--- src/rtl/accum_op_unit.sv ---
// Operation stage behind the operand accumulator: capture, check, execute, report.
// Define OPU_MUL_EN to build the iterative shift-add multiplier for opcode 6.
module accum_op_unit #(
  parameter int W   = 8,
  parameter int OPW = 3
) (
  input  logic           clk,
  input  logic           rst_n,
  input  logic           start,
  input  logic [OPW-1:0] opcode,
  input  logic [W-1:0]   r0,
  input  logic [W-1:0]   r1,
  input  logic [W-1:0]   r2,
  input  logic           r0_valid,
  input  logic           r1_valid,
  input  logic           r2_valid,
  output logic           busy,
  output logic           done,
  output logic           acc_clr,
  output logic [W-1:0]   result,
  output logic           carry,
  output logic           err
);

  localparam logic [OPW-1:0] OP_ADD  = OPW'(0);
  localparam logic [OPW-1:0] OP_SUB  = OPW'(1);
  localparam logic [OPW-1:0] OP_AND  = OPW'(2);
  localparam logic [OPW-1:0] OP_OR   = OPW'(3);
  localparam logic [OPW-1:0] OP_XOR  = OPW'(4);
  localparam logic [OPW-1:0] OP_ADD3 = OPW'(5);
  localparam logic [OPW-1:0] OP_MUL  = OPW'(6);
  localparam logic [OPW-1:0] OP_SEL  = OPW'(7);

`ifdef OPU_MUL_EN
  typedef enum logic [1:0] {
    S_IDLE = 2'd0,
    S_EXEC = 2'd1,
    S_DONE = 2'd2,
    S_MUL  = 2'd3
  } state_t;
  localparam int CW = (W > 1) ? $clog2(W) : 1;
`else
  typedef enum logic [1:0] {
    S_IDLE = 2'd0,
    S_EXEC = 2'd1,
    S_DONE = 2'd2
  } state_t;
`endif

  state_t         r_state;
  logic [OPW-1:0] r_op;
  logic [W-1:0]   r_a;
  logic [W-1:0]   r_b;
  logic [W-1:0]   r_c;
  logic           r_va;
  logic           r_vb;
  logic           r_vc;
  logic [W-1:0]   r_res;
  logic           r_cy;
  logic           r_er;

  logic           w_need3;
  logic           w_ok;
  logic           w_bad;
  logic [W-1:0]   w_res;
  logic           w_cy;
  logic [W:0]     w_sum2;
  logic [W:0]     w_diff;
  logic [W+1:0]   w_sum3;

`ifdef OPU_MUL_EN
  logic [2*W-1:0] r_mcand;
  logic [W-1:0]   r_mplr;
  logic [2*W-1:0] r_prod;
  logic [CW-1:0]  r_cnt;
  logic           w_mul;
  logic [2*W-1:0] w_prod_nxt;

  assign w_prod_nxt = r_prod + (r_mplr[0] ? r_mcand : '0);
`endif

  assign busy    = (r_state != S_IDLE);
  assign w_need3 = (r_op == OP_ADD3) || (r_op == OP_SEL);
  assign w_ok    = r_va & r_vb & (~w_need3 | r_vc);
  assign w_sum2  = {1'b0, r_a} + {1'b0, r_b};
  assign w_diff  = {1'b0, r_a} - {1'b0, r_b};
  assign w_sum3  = {2'b0, r_a} + {2'b0, r_b} + {2'b0, r_c};

  always_comb begin
    w_res = '0;
    w_cy  = 1'b0;
    w_bad = 1'b0;
`ifdef OPU_MUL_EN
    w_mul = 1'b0;
`endif
    unique case (1'b1)
      (r_op == OP_ADD):  {w_cy, w_res} = w_sum2;
      (r_op == OP_SUB):  {w_cy, w_res} = w_diff;
      (r_op == OP_AND):  w_res = r_a & r_b;
      (r_op == OP_OR):   w_res = r_a | r_b;
      (r_op == OP_XOR):  w_res = r_a ^ r_b;
      (r_op == OP_ADD3): begin
        w_res = w_sum3[W-1:0];
        w_cy  = |w_sum3[W+1:W];
      end
`ifdef OPU_MUL_EN
      (r_op == OP_MUL):  w_mul = 1'b1;
`else
      (r_op == OP_MUL):  w_bad = 1'b1;
`endif
      (r_op == OP_SEL):  w_res = (|r_c) ? r_a : r_b;
      default:           w_bad = 1'b1;
    endcase
  end

  always_ff @(posedge clk or negedge rst_n) begin
    if (!rst_n) begin
      r_state <= S_IDLE;
      r_op    <= '0;
      r_a     <= '0;
      r_b     <= '0;
      r_c     <= '0;
      r_va    <= 1'b0;
      r_vb    <= 1'b0;
      r_vc    <= 1'b0;
      r_res   <= '0;
      r_cy    <= 1'b0;
      r_er    <= 1'b0;
      done    <= 1'b0;
      acc_clr <= 1'b0;
      result  <= '0;
      carry   <= 1'b0;
      err     <= 1'b0;
`ifdef OPU_MUL_EN
      r_mcand <= '0;
      r_mplr  <= '0;
      r_prod  <= '0;
      r_cnt   <= '0;
`endif
    end else begin
      done    <= 1'b0;
      acc_clr <= 1'b0;
      unique case (r_state)
        S_IDLE: begin
          if (start) begin
            r_op    <= opcode;
            r_a     <= r0;
            r_b     <= r1;
            r_c     <= r2;
            r_va    <= r0_valid;
            r_vb    <= r1_valid;
            r_vc    <= r2_valid;
            r_state <= S_EXEC;
          end
        end
        S_EXEC: begin
          if (!w_ok || w_bad) begin
            r_res   <= '0;
            r_cy    <= 1'b0;
            r_er    <= 1'b1;
            r_state <= S_DONE;
`ifdef OPU_MUL_EN
          end else if (w_mul) begin
            r_mcand <= {{W{1'b0}}, r_a};
            r_mplr  <= r_b;
            r_prod  <= '0;
            r_cnt   <= '0;
            r_state <= S_MUL;
`endif
          end else begin
            r_res   <= w_res;
            r_cy    <= w_cy;
            r_er    <= 1'b0;
            r_state <= S_DONE;
          end
        end
`ifdef OPU_MUL_EN
        S_MUL: begin
          r_prod  <= w_prod_nxt;
          r_mcand <= r_mcand << 1;
          r_mplr  <= r_mplr >> 1;
          r_cnt   <= r_cnt + 1'b1;
          if (r_cnt == CW'(W-1)) begin
            r_res   <= w_prod_nxt[W-1:0];
            r_cy    <= |w_prod_nxt[2*W-1:W];
            r_er    <= 1'b0;
            r_state <= S_DONE;
          end
        end
`endif
        S_DONE: begin
          // Outputs publish together with the done pulse.
          done    <= 1'b1;
          acc_clr <= 1'b1;
          result  <= r_res;
          carry   <= r_cy;
          err     <= r_er;
          r_state <= S_IDLE;
        end
        default: r_state <= S_IDLE;
      endcase
    end
  end

endmodule

--- config.mk ---
export PLATFORM = sky130hd
export DESIGN_NAME = accum_op_unit
export DESIGN_NICKNAME = d
export VERILOG_FILES = /design/src/rtl/accum_op_unit.sv
export SDC_FILE = /design/constraint.sdc
export NUM_CORES = 1
export LEC_CHECK = 0
export CORE_UTILIZATION = 50
export DETAILED_ROUTE_END_ITERATION = 16
export PLACE_DENSITY = 0.8
export REMOVE_ABC_BUFFERS = 1
export SLEW_MARGIN = 25
export SYNTH_ARGS = -nofsm -noshare
export SYNTH_HDL_FRONTEND = slang
export SYNTH_SLANG_ARGS = --single-unit
--- constraint.sdc ---
create_clock -name clk -period 2.8 [get_ports clk]
set_input_delay 0.7 -clock clk [delete_from_list [all_inputs] [get_ports clk]]
set_output_delay 0.7 -clock clk [all_outputs]
set_load 0.05 [all_outputs]
==> results of run 1 <==
## registers in the layout, summed over array words and instances, names as in the netlist
signal,count
r_c,8
r_cy,1
r_vc,1
r_b,8
r_vb,1
r_op,3
result,8
err,1
r_a,8
r_res,8
r_state,2
r_er,1
carry,1
r_va,1
acc_clr,1
## what timing repair did
action                     4_1_cts  5_1_grt
setup buffers                    1        2
pin swaps                        0        2
gates resized for setup          0        3
setup endpoints to repair        1        3
## logic make-up (layout without fill, tap and decap cells)
kind of cell	after synthesis	after routing	share of synthesized area (%)
xor gates and xnor gates	8	8	1.85
adders and majority gates	42	42	16.0
DFF	53	53	34.9
AOI/OAI and AO/OA	105	105	17.9
muxes	33	33	9.43
and+or+nand+nor	115	115	14.7
buffers and inverters	49	93	5.17
## worst paths after layout
check / to / slack [ns] / cells past startpoint
worst max-delay path: r_cy / 0.09 / 9
worst min-delay path: result[0] / 0.50 / 2
worst max register to register: r_cy / 0.09 / 9
worst min register to register: r_res[2] / 0.50 / 2
max in group asynchronous: r_a[2] / 1.83 / 2
min in group clk: r_res[2] / 0.50 / 2
## routing by layer
layer  wire length (µm)  vias to the layer above  global-route usage [%]
met5                  0                        -                       0
li1                   -                     1518                       -
met2               4250                      102                    41.2
met3                416                        8                    2.68
met4                104                        0                    6.20
met1               4170                     1492                    33.2
## stage by stage
step	setup WS, ns	total power, µW	cell area [µm²]	util (%)
3_3_place_gp	0.0818	3420	4360	59.8
5_1_grt	-0.0271	4390	4500	61.8
3_5_place_dp	0.0131	3480	4360	59.8
4_1_cts	0.00331	4040	4480	61.5
6_report	0.0893	4070	4500	61.8
2_1_floorplan	-0.135	2820	3710	-
## power groups by stage
stage               clock [µW]  combinational, µW  sequential [µW]
floorplan                    0               1530             1300
global placement             0               2260             1160
detailed placement           0               2300             1180
CTS                        559               2320             1160
global route               581               2620             1190
finish                     538               2380             1160
## cell type report
type                       count  area share (%)
timing repair buffer          56            12.0
tap                           99            2.75
sequential                    53            29.5
inverter                      29            2.42
multi-input combinational    303            50.8
clock buffer                   7            1.92
clock inverter                 1           0.667
## cell usage after synthesis (4+ instances only)
library cell	instances
o21ai_1	13
nor2_1	28
mux2i_1	11
fa_1	11
nand2b_1	6
a21o_1	4
a22oi_1	4
o211ai_1	5
a32oi_1	4
nand2_1	36
clkbuf_1	11
nand3_1	6
dfrtp_1	53
xor2_1	5
nor3_1	11
inv_1	26
a21oi_1	21
ha_1	31
buf_2	7
mux2_2	17
nor4_1	4
o21ai_0	23
mux2_1	5
a31oi_1	6
a211oi_1	6
## critical path, delay by kind of cell, from the launching register on
kind            cells  cell delay, ns
simple gates        2            0.44
compound gates      4            0.71
flops               1            0.41
fa+ha+maj           3            1.02
==> flow_summary.ini, run 1 <==
[worst_setup_path]
crit_path_end_kind = flop
cp-startpoint = r_a[1]
rr_startpoint = r_a[1]
worstPathCellList = fa_1 -> ha_2 -> fa_2 -> a211o_1 -> o211ai_1 -> nand4_1 -> or3_1 -> a31oi_1 -> o21ai_1
required_ns = 2.98
cp_max_fo = 2
cp.arrival_ns = 2.89
crit_path_max_incr_delay_ns = 0.48
crit_slowest_cell = fa_1
crit_type = flop to flop
crit_path_start_kind = flop

[clocking]
cts-root-buf = clkbuf_8
cts_max_path_buffers = 2
cts_hold_buf = 0
cts_tree = built
cts.sinks = 53
cts_max_level = 2
cts_made_buffers = 5
clock_latency_ns = 0.31
cts.clk_slew.worst_paths_ns = 0.10

[pwr]
p_per_area_mw_per_mm2 = 905
ir_worst_vdd_mv = 0.466
p_leak_uw = 0.00200
pwr-share-seq_pct = 28.4
switchingPower_uw = 1810
p_int_uw = 2260
p_comb_share_pct = 58.4
p_sw_share_pct = 44.4
power.clock.fraction_pct = 13.2

[die]
dieHeight_um = 89.1
fp.dieW_um = 89.1
start_util_pct = 52.1
die_area_mm2 = 0.00795
rows = 31
boundaryPins = 46
core_region_area_mm2 = 0.00729

[global_routing]
antenna_found_initial = 0
grt_pass1_wl_um = 14600
grt.total_usage_pct = 24.2
grt_max_degree = 54
grt_pass1_vias = 2974
gr-total-overflow = 0

[synth]
synth_seq_cells = 53
synthCells = 405
yosys_warnings = 0
syn_area_mm2 = 0.00380
ys_seq_area_share_pct = 34.9
async_flop_share_pct = 100
synth_edf_count = 0
avgSynthCellArea_um2 = 9.37
synth_area_leaders = dfrtp_1 35%, ha_1 10%, fa_1 5.8%
yosysUniqueCellTypes = 53
netlist.area_leader.share_pct = 34.9
yosysTopAreaCell = dfrtp_1
yosys_most_used_dff = dfrtp_1

[timing]
timing.fmax_mhz = 369
whs_ns = 0.500
finalHoldViolations = 0
worst_slew_pin_slew_ns = 0.752
skew_ns = 0.00932
tns_ns = 0
relSlewSlack_pct = 49.8
min_period_over_period_pct = 96.8
min_period_ns = 2.71
rsz0062_at_grt = true
setup_viol = 0
drv_slew = 0

[placed_design]
hpwl_um = 6820
gp_congestion = 0.879
port_buffers = 45
dp.cells = 537

[layout]
multi_input_area_mm2 = 0.00229
final_cell_mix = 52 x dfrtp_1, 44 x clkdlybuf4s50_1, 36 x nand2_1
final_common_cell = dfrtp_1
drive_gt1_share_pct = 10.5
antenna_cells = 0
nNetsFinal = 523
register_area_mm2 = 0.00133
layoutNonFillerInstCount = 548
area_growth_pct = 18.6
nFillCells = 651

[min_path]
hp-class = primary input to asynchronous set/reset pin

[detailed_routing]
postRouteWirelength_um = 8950
dr.pass1.iters = 5
ant_nets = 0
dr.first_iter.drc_count = 201
viasPerCell = 5.69
vias = 3120
drc_errors = 0
wl_per_cell_um = 16.3

[flow_run]
drv_cap = 0

[outcome]
status = completed
(Power assumes the default switching activity.)
==> inputs of run 2 (changes only) <==
--- a/config.mk
+++ b/config.mk
@@ -5,7 +5,9 @@
 export SDC_FILE = /design/constraint.sdc
 export NUM_CORES = 1
 export LEC_CHECK = 0
+export CORE_MARGIN = 2
 export CORE_UTILIZATION = 50
+export CTS_CLUSTER_DIAMETER = 50
 export DETAILED_ROUTE_END_ITERATION = 16
 export PLACE_DENSITY = 0.8
 export REMOVE_ABC_BUFFERS = 1
==> flow_summary.ini, run 2 (same netlist as run 1, synthesis figures left out) <==
[clocking]
cts_max_level = 2
cts_tree = built
cts-root-buf = clkbuf_8
cts.clk_slew.worst_paths_ns = 0.10
cts_max_path_buffers = 2
cts_hold_buf = 0
cts.sinks = 53
cts_made_buffers = 5
clock_latency_ns = 0.31

[global_routing]
grt.total_usage_pct = 22.6
grt_max_degree = 54
antenna_found_initial = 0
grt_pass1_vias = 3123
grt_pass1_wl_um = 15100
gr-total-overflow = 0

[pwr]
p_comb_share_pct = 59.8
power.clock.fraction_pct = 11.1
pwr-share-seq_pct = 29.1
ir_worst_vdd_mv = 0.406
p_int_uw = 2170
p_per_area_mw_per_mm2 = 898
p_leak_uw = 0.00199
p_sw_share_pct = 46.1
switchingPower_uw = 1850

[timing]
worst_slack_ns = 0.0989
rsz0062_at_grt = true
finalHoldViolations = 0
relSlewSlack_pct = 55.1
min_period_over_period_pct = 96.5
min_period_ns = 2.70
worst_slew_pin_slew_ns = 0.674
timing.fmax_mhz = 370
setup_viol = 0
skew_ns = 0.0102
drv_slew = 0

[detailed_routing]
viasPerCell = 5.87
dr.pass1.iters = 5
ant_nets = 0
dr.first_iter.drc_count = 184
wl_per_cell_um = 16.7
drc_errors = 0
vias = 3210
postRouteWirelength_um = 9140

[layout]
fin_area_mm2 = 0.00448
final_cell_mix = 53 x dfrtp_1, 44 x clkdlybuf4s50_1, 36 x nand2_1
register_area_mm2 = 0.00133
area_growth_pct = 18.0
multi_input_area_mm2 = 0.00230
nFillCells = 665
nNetsFinal = 523
final_common_cell = dfrtp_1
drive_gt1_share_pct = 10.5
final_util_pct = 61.4
antenna_cells = 0

[die]
die_area_mm2 = 0.00831
dieHeight_um = 91.1
core_region_area_mm2 = 0.00729
boundaryPins = 46
start_util_pct = 52.1
rows = 31
fp.dieW_um = 91.1

[placed_design]
place_ws_ns = 0.0331
gp_congestion = 0.922
port_buffers = 45
hpwl_um = 7070
placed_cell_area_mm2 = 0.00435

[worst_setup_path]
crit_path_start_kind = flop
cp.arrival_ns = 2.90
cp_max_fo = 4
reg2reg_depth = 9
crit_type = flop to flop
regToRegSetupSlack_ns = 0.1
rr_startpoint = r_b[1]
endpoint = r_cy
r2r_end = r_cy
cp-startpoint = r_b[1]
required_ns = 3.00
crit_path_end_kind = flop

[min_path]
whs_path_depth = 2
hp-class = flop to flop

[flow_run]
drv_cap = 0

[outcome]
status = completed
run 2: repair_timing:
action / CTS / global route
setup buffers: 0 / 2
gates resized for setup: 0 / 4
setup endpoints to repair: 0 / 3
run 2: per-layer routing:
layer,part of all wire (%),track usage [%]
met3,5.7,3.24
met5,0,0
met1,44,30.9
met2,48,37.8
met4,1.7,5.68
run 2: power groups by stage:
stage	combinational, µW	sequential, µW	clock, µW
2_1_floorplan	1530	1300	0
3_3_place_gp	2250	1160	0
3_5_place_dp	2300	1190	0
4_1_cts	2320	1170	464
5_1_grt	2620	1200	490
6_report	2410	1170	449
run 2: worst min-delay path by stage:
stage | from | endpoint | slack (ns)
floorplan | rst_n | acc_clr | 0.40
global placement | r_va | r_va | 0.47
detailed placement | r_vb | r_vb | 0.47
CTS | r_vb | r_vb | 0.50
global route | r_vb | r_vb | 0.52
finish | r_res[1] | r_res[1] | 0.49
run 2: cell type report:
type                       count  share of cell area, %
tap                           99                   2.77
inverter                      29                   2.43
clock buffer                   6                   1.84
multi-input combinational    303                   51.4
timing repair buffer          56                   11.8
clock inverter                 1                  0.168
sequential                    53                   29.6
run 2: per-stage QoR:
| step | TNS [ns] | hold slack [ns] | total power, µW | instances |
|---|---|---|---|---|
| detailed placement | 0 | 0.474 | 3490 | 538 |
| global placement | 0 | 0.465 | 3420 | 538 |
| floorplan | -1.23 | 0.404 | 2820 | 385 |
| global route | -0.0312 | 0.518 | 4310 | 547 |
| finish | 0 | 0.490 | 4020 | 547 |
| CTS | 0 | 0.497 | 3960 | 545 |
run 2: critical path: stages (launching register included):
cell and delay, ns:
dfrtp_1 0.43, fa_1 0.53, ha_4 0.18, fa_2 0.34, a211o_1 0.30, o211ai_1 0.13, nand4_1 0.11, or3_1 0.33
a31oi_2 0.18, o21ai_1 0.07
==> inputs of run 3 (changes only) <==
--- a/config.mk
+++ b/config.mk
@@ -9,7 +9,7 @@
 export CORE_UTILIZATION = 50
 export CTS_CLUSTER_DIAMETER = 50
 export DETAILED_ROUTE_END_ITERATION = 16
-export PLACE_DENSITY = 0.8
+export PLACE_DENSITY = 0.77
 export REMOVE_ABC_BUFFERS = 1
 export SLEW_MARGIN = 25
 export SYNTH_ARGS = -nofsm -noshare
==> constraint.sdc (replaced) <==
create_clock -name clk -period 3.2 [get_ports clk]
set_input_delay 0.8 -clock clk [delete_from_list [all_inputs] [get_ports clk]]
set_output_delay 0.8 -clock clk [all_outputs]
set_load 0.05 [all_outputs]
==> flow_summary.ini, run 3 (same netlist as run 1, synthesis figures left out) <==
[placed_design]
hpwl_um = 6790
gp_congestion = 0.883
port_buffers = 45
place_ws_ns = 0.227

[worst_setup_path]
cp_top_family = adder cells
critPathMostFrequentCell = fa_1
crit_type = flop to flop
reg2reg_depth = 9
r2r_end = r_cy
crit_cells = 9
crit_path_max_incr_delay_ns = 0.50
crit_path_end_kind = flop
crit_path_start_kind = flop
required_ns = 3.38
regToRegSetupSlack_ns = 0.17
rr_startpoint = r_a[1]
cp_max_fo = 6
cp.arrival_ns = 3.21
crit_buf_inv = 0
worstPathCellList = fa_1 -> ha_1 -> fa_1 -> a211o_1 -> o211ai_1 -> nand4_1 -> or3_1 -> a31oi_1 -> o21ai_1
crit_slowest_cell = fa_1

[layout]
final_cell_mix = 53 x dfrtp_1, 44 x clkdlybuf4s50_1, 36 x nand2_1
area_growth_pct = 17.1
final_common_cell = dfrtp_1
nNetsFinal = 518
drive_gt1_share_pct = 8.78
antenna_cells = 0
nFillCells = 681

[outcome]
status = completed

[min_path]
min_to = r_res[1]
hp-class = flop to flop
whs_path_depth = 2
min-delay-start = r_res[1]

[timing]
skew_ns = 0.0108
timing.fmax_mhz = 330
min_period_over_period_pct = 94.8
drv_slew = 0
finalHoldViolations = 0
min_period_ns = 3.03
rsz0062_at_grt = false
worst_slew_pin_slew_ns = 0.964
worst_slack_ns = 0.167
tns_ns = 0
setup_viol = 0
relSlewSlack_pct = 35.7

[die]
rows = 31
die_area_mm2 = 0.00831
core_region_area_mm2 = 0.00729
start_util_pct = 52.1
fp.dieW_um = 91.1
boundaryPins = 46
dieHeight_um = 91.1

[clocking]
cts_hold_buf = 0
cts_max_path_buffers = 2
cts_max_level = 2
clock_latency_ns = 0.31
cts_made_buffers = 5
cts.clk_slew.worst_paths_ns = 0.10
cts.sinks = 53
cts-root-buf = clkbuf_8
post-cts-setup-buffers = 0
cts_tree = built
cts-resized-gates = 0

[global_routing]
grt_pass1_vias = 2923
gr-total-overflow = 0
grt.total_usage_pct = 22.0
grt_max_degree = 54
antenna_found_initial = 0
grt_pass1_wl_um = 14600

[detailed_routing]
viasPerCell = 5.80
vias = 3151
ant_nets = 0
drc_errors = 0
dr.first_iter.drc_count = 250
postRouteWirelength_um = 8940
dr.pass1.iters = 5
wl_per_cell_um = 16.5

[pwr]
p_leak_uw = 0.00198
p_per_area_mw_per_mm2 = 788
ir_worst_vdd_mv = 0.374

[flow_run]
drv_cap = 0
[run 3: area by class of cell]
class	count	area (µm²)	share of cell area, %
Inverter	29	109	2.45
Timing Repair Buffer	51	490	11.0
Multi-Input combinational cell	303	2280	51.3
Sequential cell	53	1330	29.8
Clock inverter	1	30.0	0.675
Tap cell	99	124	2.79
Clock buffer	7	86.3	1.94
[run 3: report_power, final]
part	switching [µW]	internal, µW	leakage [µW]	total, µW
clock	213	255	0.0000585	468
sequential	200	832	0.000669	1030
combinational	1160	847	0.00125	2000
[run 3: per-layer routing]
layer,vias to the layer above,wire (µm),GRT usage (%)
met5,-,0,0
met2,112,4320,36.2
li1,1504,-,-
met1,1519,4000,30.9
met3,16,475,1.99
met4,0,133,6.44
[run 3: per-stage QoR]
step | hold WS, ns | util (%) | std cells | total power (µW) | instance area (µm²)
floorplan | 0.449 | - | 385 | 2470 | 3710
global placement | 0.466 | 59.4 | 535 | 2950 | 4330
detailed placement | 0.473 | 59.4 | 535 | 3010 | 4330
CTS | 0.494 | 61.0 | 543 | 3500 | 4450
global route | 0.524 | 61.0 | 543 | 3780 | 4450
finish | 0.494 | 61.0 | 543 | 3500 | 4450
[run 3: worst max-delay path by stage]
stage | to | startpoint | slack [ns]
2_1_floorplan | r_c[0] | r_state[1] | 0.27
3_3_place_gp | r_cy | r_a[1] | 0.32
3_5_place_dp | r_cy | r_a[1] | 0.23
4_1_cts | r_cy | r_a[1] | 0.21
5_1_grt | r_cy | r_a[1] | 0.03
6_report | r_cy | r_a[1] | 0.17
[run 3: tightest hold or removal path, stage by stage (launching register included)]
cell and delay, ns:
dfrtp_1 0.35, nand2_1 0.05, o21ai_1 0.06
